[config.mk]
export PLATFORM = sky130hd
export DESIGN_NAME = encoder8_3_scan
export DESIGN_NICKNAME = d
export VERILOG_FILES = /design/src/rtl/enc_pkg.sv /design/src/rtl/encoder8_3_scan_prio_enc.sv /design/src/rtl/encoder8_3_scan.sv
export SDC_FILE = /design/constraint.sdc
export NUM_CORES = 1
export LEC_CHECK = 0
export CAP_MARGIN = 20
export CORE_MARGIN = 2
export CORE_UTILIZATION = 41
export CTS_BUF_LIST = sky130_fd_sc_hd__clkbuf_8
export CTS_CLUSTER_DIAMETER = 120
export DETAILED_ROUTE_END_ITERATION = 7
export GPL_TIMING_DRIVEN = 0
export PLACE_DENSITY = 0.7
export SKIP_LAST_GASP = 1
export SYNTH_ARGS = -nofsm -noshare
export SYNTH_HDL_FRONTEND = slang
export SYNTH_SLANG_ARGS = --single-unit
export TNS_END_PERCENT = 5
[constraint.sdc]
create_clock -name i_clk -period 2.85 [get_ports i_clk]
set_clock_uncertainty 0.1 [all_clocks]
set_input_delay 0.57 -clock i_clk [delete_from_list [all_inputs] [get_ports i_clk]]
set_output_delay 0.57 -clock i_clk [all_outputs]
set_load 0.005 [all_outputs]
[src/rtl/enc_pkg.sv]
// Shared types and default sizes for the sequential 8-to-3 encoder.
package enc_pkg;

    typedef enum logic {
        IDLE = 1'b0,
        SCAN = 1'b1
    } state_t;

    localparam int N_DEF = 8;
    localparam int W_DEF = 3;

endpackage

[src/rtl/encoder8_3_scan_prio_enc.sv]
// Combinational priority encoder: index of the first set bit from either end,
// plus flags for "any bit set" and "exactly one bit set".
module prio_enc
    import enc_pkg::*;
#(
    parameter int N = N_DEF,
    parameter int W = W_DEF
) (
    input  logic [N-1:0] i_vec,
    input  logic         i_msb_first,
    output logic [W-1:0] o_idx,
    output logic         o_any,
    output logic         o_onehot
);

    // Later loop iterations overwrite earlier ones, so the scan direction is
    // the reverse of the priority direction.
    always_comb begin
        o_idx = '0;
        if (i_msb_first) begin
            for (int i = 0; i < N; i++) begin
                if (i_vec[i]) o_idx = W'(i);
            end
        end else begin
            for (int i = N - 1; i >= 0; i--) begin
                if (i_vec[i]) o_idx = W'(i);
            end
        end
    end

    assign o_any    = |i_vec;
    assign o_onehot = o_any && ((i_vec & (i_vec - N'(1))) == '0);

endmodule

[src/rtl/encoder8_3_scan.sv]
// Sequential encoder: captures a multi-hot vector and emits one binary index per beat.
// Define ENC_BACK_TO_BACK_EN to accept the next vector on the final beat of the current one.
module encoder8_3_scan
    import enc_pkg::*;
#(
    parameter int N        = N_DEF,
    parameter int W        = W_DEF,
    parameter int PRIO_MSB = 0
) (
    input  logic         i_clk,
    input  logic         i_rst,
    input  logic         i_in_valid,
    output logic         o_in_ready,
    input  logic [N-1:0] i_in_vec,
    output logic         o_out_valid,
    input  logic         i_out_ready,
    output logic [W-1:0] o_out_code,
    output logic         o_out_last,
    output logic         o_busy
);

    state_t         r_state;
    state_t         w_stateNext;
    logic [N-1:0]   r_pend;
    logic [N-1:0]   w_pendNext;
    logic [W-1:0]   w_idx;
    logic           w_any;
    logic           w_onehot;
    logic [N-1:0]   w_clrMask;
    logic           w_beat;
    logic           w_accept;

    prio_enc #(
        .N (N),
        .W (W)
    ) u_prio_enc (
        .i_vec       (r_pend),
        .i_msb_first (PRIO_MSB != 0),
        .o_idx       (w_idx),
        .o_any       (w_any),
        .o_onehot    (w_onehot)
    );

    // Outputs come only from the pend register; pend is zero whenever IDLE.
    assign o_out_valid = (r_state == SCAN) && w_any;
    assign o_out_code  = w_idx;
    assign o_out_last  = (r_state == SCAN) && w_onehot;
    assign o_busy      = (r_state == SCAN);

`ifdef ENC_BACK_TO_BACK_EN
    assign o_in_ready = (r_state == IDLE) || (o_out_last && i_out_ready);
`else
    assign o_in_ready = (r_state == IDLE);
`endif

    assign w_clrMask = N'(1) << w_idx;
    assign w_beat    = o_out_valid && i_out_ready;
    assign w_accept  = i_in_valid && o_in_ready;

    always_comb begin
        w_stateNext = r_state;
        w_pendNext  = r_pend;
        case (r_state)
            IDLE: begin
                if (w_accept && (i_in_vec != '0)) begin
                    w_pendNext  = i_in_vec;
                    w_stateNext = SCAN;
                end
            end
            SCAN: begin
                if (w_beat) begin
                    w_pendNext = r_pend & ~w_clrMask;
                    if (w_onehot) begin
                        w_stateNext = IDLE;
                        // A zero vector taken here is dropped because pend stays zero.
                        if (w_accept && (i_in_vec != '0)) begin
                            w_pendNext  = i_in_vec;
                            w_stateNext = SCAN;
                        end
                    end
                end
            end
            default: begin
                w_stateNext = IDLE;
                w_pendNext  = '0;
            end
        endcase
    end

    always_ff @(posedge i_clk) begin
        if (i_rst) begin
            r_state <= IDLE;
            r_pend  <= '0;
        end else begin
            r_state <= w_stateNext;
            r_pend  <= w_pendNext;
        end
    end

endmodule

==> results of run 1 <==
final timing paths:
path                  start          to  slack [ns]  cells past startpoint
setup reg to reg  r_pend[1]      o_busy        0.92                      6
hold / removal    r_pend[0]   r_pend[0]        0.55                      3
setup / recovery  r_pend[1]  o_out_last        0.11                      6
hold reg to reg   r_pend[0]   r_pend[0]        0.55                      3
cell families after synthesis:
| kind of cell | Yosys count |
|---|---|
| xor+xnor | 1 |
| simple gates | 42 |
| compound gates | 31 |
| flops | 9 |
| buf+inv | 11 |
sequential cells by signal (all words and copies together) (netlist names):
register and count:
o_busy 1, r_pend 8
placed cells by master, fill, tap and decap left out, types with 2 or more instances in the layout:
cell and count:
a2111oi_4 2, a21oi_1 10, a22oi_1 2, a31oi_1 3, buf_2 3, clkbuf_1 2, clkbuf_8 3, clkdlybuf4s50_1 16
dfxtp_1 9, inv_1 5, nand2_1 4, nor2_1 21, nor2b_1 2, nor3_1 4, nor3_2 2, nor4_1 3
nor4_2 2, o21a_1 2, o21ai_0 2, o21ai_1 3
cell usage after synthesis, types with 2 or more instances:
| cell | n |
|---|---|
| nand2_1 | 4 |
| o21ai_1 | 3 |
| nor2b_1 | 2 |
| dfxtp_1 | 9 |
| buf_2 | 3 |
| nor3_2 | 2 |
| nor3_1 | 4 |
| a31oi_1 | 3 |
| nor2_1 | 21 |
| a21oi_1 | 10 |
| a22oi_1 | 2 |
| o21ai_0 | 2 |
| inv_1 | 4 |
| clkbuf_1 | 2 |
| nor4_1 | 4 |
| o21a_1 | 2 |
power breakdown:
part / internal [mW] / leakage, nW / switching, mW
sequential: 0.137 / 0.0742 / 0.0144
combinational: 0.0997 / 0.236 / 0.0999
clock: 0.0940 / 0.0269 / 0.0529
critical path, stage by stage, from the launching register on:
cell and delay, ns:
dfxtp_1 0.29, buf_2 0.16, or4_4 0.58, a2111oi_4 0.32, nor3_2 0.09, nor3_2 0.14
dlygate4sd2_1 0.24
layer usage:
metal  part of all wire  vias to the layer above
met4              0.019                        0
met1               0.47                      348
li1                   -                      388
met5                  0                        -
met3              0.060                        4
met2               0.45                       25
layout make-up:
| cell class | count | area (um2) | share of cell area |
|---|---|---|---|
| Timing Repair Buffer | 18 | 176 | 0.188 |
| Clock inverter | 1 | 3.75 | 0.00399 |
| Buffer | 7 | 37.5 | 0.0399 |
| Inverter | 4 | 15.0 | 0.0160 |
| Clock buffer | 3 | 41.3 | 0.0439 |
| Sequential cell | 9 | 180 | 0.192 |
| Multi-Input combinational cell | 74 | 465 | 0.495 |
| Tap cell | 16 | 20.0 | 0.0213 |
what timing repair did:
action | in CTS | in global routing
pin swaps | 2 | 1
setup buffers | 1 | 0
endpoints found under the setup margin | 1 | 1
resized for setup | 2 | 1
==> results.cfg, run 1 <==
[grt]
use_met3 = 0.0720
gr-usage-met2 = 0.325
grt_pass1_vias = 696
busiest_layer = met2
track_usage = 0.219
grt_pass1_wl_mm = 3.15
grt_use_met1 = 0.281
overflow = 0
grt_max_degree = 11
antenna_found_initial = 0

[yosys]
netlist.area_leader.share = 0.265
synth_nets = 106
ys_seq_area_frac = 0.265
synth.area.mux_share = 0
async_flop_share = 0
synth_top_family_by_area = compound AO/OA/AOI/OAI gates
synth_edf_count = 0
synth.largest_area_cell = dfxtp_1
synth-simple-area-share = 0.317
synth_cell_types = 33
synth_area_leaders = dfxtp_1 27%, nor2_1 12%, a21oi_1 7.4%, a2111oi_4 4.1%, nor4_1 3.7%
ys_ff_latch = 9
synth_xor_area_frac = 0.0129
synth_flop_cell = dfxtp_1
synth_area_um2 = 679
yosysWarnings = 0
synthAdderAreaFrac = 0
synth-compound-area-share = 0.328
syn_inst = 94
syn-mean-instance-area_um2 = 7.23

[finish]
final_cell_count_no_fill = 132
drive_above_1_share = 0.129
nFillCells = 156
nets = 129
area_growth_pct = 38.3
utilization = 0.617
antennaDiodeCount = 0
fin_area_um2 = 940

[flow_run]
drv_cap = 0

[sta]
setup_violations = 0
fin_hold_ws_ns = 0.547
worstMarginPinSlew_ns = 0.629
rsz0062_at_grt = false
fin_ws_ns = 0.109
hold_viol = 0
slew_headroom = 0.580
maxSlewViolCount = 0
totalNegativeSetupSlack_ns = 0
fin_crit_sh = 0.962
fmax_mhz = 365
finalCriticalPeriod_ns = 2.74

[critical_path]
crit_type = reg -> out
arrival_ns = 2.07
worst_setup_path_start_kind = flop
path_max_fanout = 8
crit_required_ns = 2.18
end_kind = primary output

[route]
wl_mm = 1.83
dr_total_vias = 765
wl_per_cell_um = 13.8
drc = 0
drtIter0Drc = 13
vias_per_cell = 5.80
first_pass_iters = 4
ant_nets = 0

[placement]
dp.cells = 127
gp_congestion = 0.904
hpwl_mm = 1.32
port_buffers = 17
place_area_um2 = 870
dp_slack_ns = 0.0160

[clock_network]
clkTransAtPathRegs_ns = 0.05
cts_buffer_depth = 2
cts_buffers = 3
htreeDepth = 1
numClockSinks = 9
tritoncts = built
insertion_delay_ns = 0.24
cts-hold-fix-buffers = 0
root_buffer = clkbuf_8

[die]
die_h_um = 44.7
io_pins = 19
start_util = 0.446
die-area_um2 = 2000
rows = 14
core_um2 = 1520
dieWidth_um = 44.7

[pwr]
irDropWorstVdd_mv = 0.340
power_mw = 0.498
p_per_area_nw_per_um2 = 530
leakage_nw = 0.337

[run_status]
outcome = completed

[hold_path]
hold_path_class = reg -> reg
Note: power is estimated with default switching activity, not from simulation.
==> run 2, diff against run 1 <==
--- a/config.mk
+++ b/config.mk
@@ -13,6 +13,7 @@
 export DETAILED_ROUTE_END_ITERATION = 7
 export GPL_TIMING_DRIVEN = 0
 export PLACE_DENSITY = 0.7
+export RECOVER_POWER = 25
 export SKIP_LAST_GASP = 1
 export SYNTH_ARGS = -nofsm -noshare
 export SYNTH_HDL_FRONTEND = slang
==> run 2 against run 1 <==
  * Global-route usage did not move
  * Largest power group unchanged
  * Setup slack barely moved
  * Sequential cell count did not move
  * Combinational power barely moved
  * Clock-buffer cell count did not move
  * Highest routed layer unchanged
  * Core utilization did not move
  * Critical path type unchanged
==> results.cfg, run 2 (same netlist as run 1, synthesis figures left out) <==
[sta]
hold_viol = 0
slew_headroom = 0.580
maxSlewViolCount = 0
worstMarginPinSlew_ns = 0.629
fmax_mhz = 365
fin_crit_sh = 0.962
setup_violations = 0
finalCriticalPeriod_ns = 2.74
rsz0062_at_grt = false
totalNegativeSetupSlack_ns = 0

[finish]
nets = 129
multi_input_area_um2 = 465
fin_area_um2 = 940
mostFrequentLayoutCell = nor2_1
utilization = 0.617
largest_reg_flops = 8
area_growth_pct = 38.3
register_area_um2 = 180
drive_above_1_share = 0.129
regMostFlops = r_pend
layout_common_cells = 21 x nor2_1, 14 x clkdlybuf4s50_1, 10 x a21oi_1
nFillCells = 156
antennaDiodeCount = 0

[pwr]
power_mw = 0.497
p_per_area_nw_per_um2 = 529
irDropWorstVdd_mv = 0.340
leakage_nw = 0.339

[clock_network]
tritoncts = built
root_buffer = clkbuf_8
cts_buffers = 3
htreeDepth = 1
insertion_delay_ns = 0.24
numClockSinks = 9
cts-hold-fix-buffers = 0
cts_buffer_depth = 2
clkTransAtPathRegs_ns = 0.05

[die]
io_pins = 19
dieWidth_um = 44.7
rows = 14
die-area_um2 = 2000
core_um2 = 1520
start_util = 0.446
die_h_um = 44.7

[critical_path]
cpMostUsedCell = nor3_2
end_kind = primary output
r2r_cells = 6
cp_top_family = simple AND/OR/NAND/NOR gates
crit_end = o_out_last
crit_required_ns = 2.18
arrival_ns = 2.07
crit_type = reg -> out
max_stage_delay_ns = 0.58
critPathLaunch = r_pend[1]
worst_setup_path_start_kind = flop
path_depth = 6
worstReg2RegStart = r_pend[1]
r2r-end = o_busy
critPathSlowestCell = or4_4
path_max_fanout = 8
crit_buf_inv = 2
cp_cell_sequence = buf_2 > or4_4 > a2111oi_4 > nor3_2 > nor3_2 > dlygate4sd2_1
r2r_setup_slack_ns = 0.92

[run_status]
outcome = completed

[grt]
grt_pass1_wl_mm = 3.15
grt_max_degree = 11
grt_pass1_vias = 696
overflow = 0
antenna_found_initial = 0
track_usage = 0.219

[route]
ant_nets = 0
vias_per_cell = 5.80
first_pass_iters = 4
wl_per_cell_um = 13.8
dr_total_vias = 765
drc = 0
drtIter0Drc = 13
wl_mm = 1.83

[hold_path]
hold_path_depth = 3
hold_path_class = reg -> reg

[flow_run]
drv_cap = 0

[placement]
hpwl_mm = 1.32
place_area_um2 = 870
port_buffers = 17
gp_congestion = 0.904
-- run 2: cell types whose count changed in the layout (fill, tap and decap cells not counted), sizes merged --
cell,delta
dlygate4sd3,+2
clkdlybuf4s50,-2
-- run 2: stage by stage --
| step | hold slack [ns] | cells | setup WS (ns) |
|---|---|---|---|
| 2_1_floorplan | 0.479 | 94 | 0.590 |
| 3_3_place_gp | 0.517 | 127 | 0.0486 |
| 3_5_place_dp | 0.540 | 127 | 0.0160 |
| 4_1_cts | 0.550 | 132 | 0.0715 |
| 5_1_grt | 0.577 | 132 | 0.00688 |
| 6_report | 0.547 | 132 | 0.109 |
-- run 2: final cells by class --
class | instances | share of cell area
clock buffers | 3 | 0.0439
clock inverters | 1 | 0.00399
repair buffers | 18 | 0.188
multi-input cells | 74 | 0.495
plain buffers | 7 | 0.0399
well taps | 16 | 0.0213
inverters | 4 | 0.0160
flip-flops and latches | 9 | 0.192
-- run 2: report_power, final --
group          switching [mW]  internal (mW)
Clock                  0.0531         0.0940
Sequential             0.0143          0.137
Combinational          0.0999         0.0988
Total                   0.167          0.330
-- run 2: routing by layer --
metal,GRT usage,vias to the layer above,wire (um)
met5,0,-,0
met4,0.115,0,34
met3,0.0720,4,109
met2,0.325,25,819
met1,0.281,348,864
li1,-,388,-
-- run 2: how the worst min path moves through the flow --
stage,from,to
floorplan,r_pend[0],r_pend[0]
global placement,r_pend[0],r_pend[0]
detailed placement,r_pend[0],r_pend[0]
CTS,r_pend[0],r_pend[0]
global route,r_pend[2],r_pend[2]
finish,r_pend[0],r_pend[0]
-- run 2: worst register-to-register path: stages, from the launching register on --
cell and delay [ns]:
dfxtp_1 0.29, buf_2 0.16, or4_4 0.58, a2111oi_4 0.33, nor3_2 0.09, nor2_1 0.15
a211oi_1 0.10
-- run 2: what timing repair did --
action | in CTS | in global routing
endpoints found under the setup margin | 1 | 1
resized for setup | 2 | 1
pin swaps | 2 | 1
setup buffers | 1 | 0
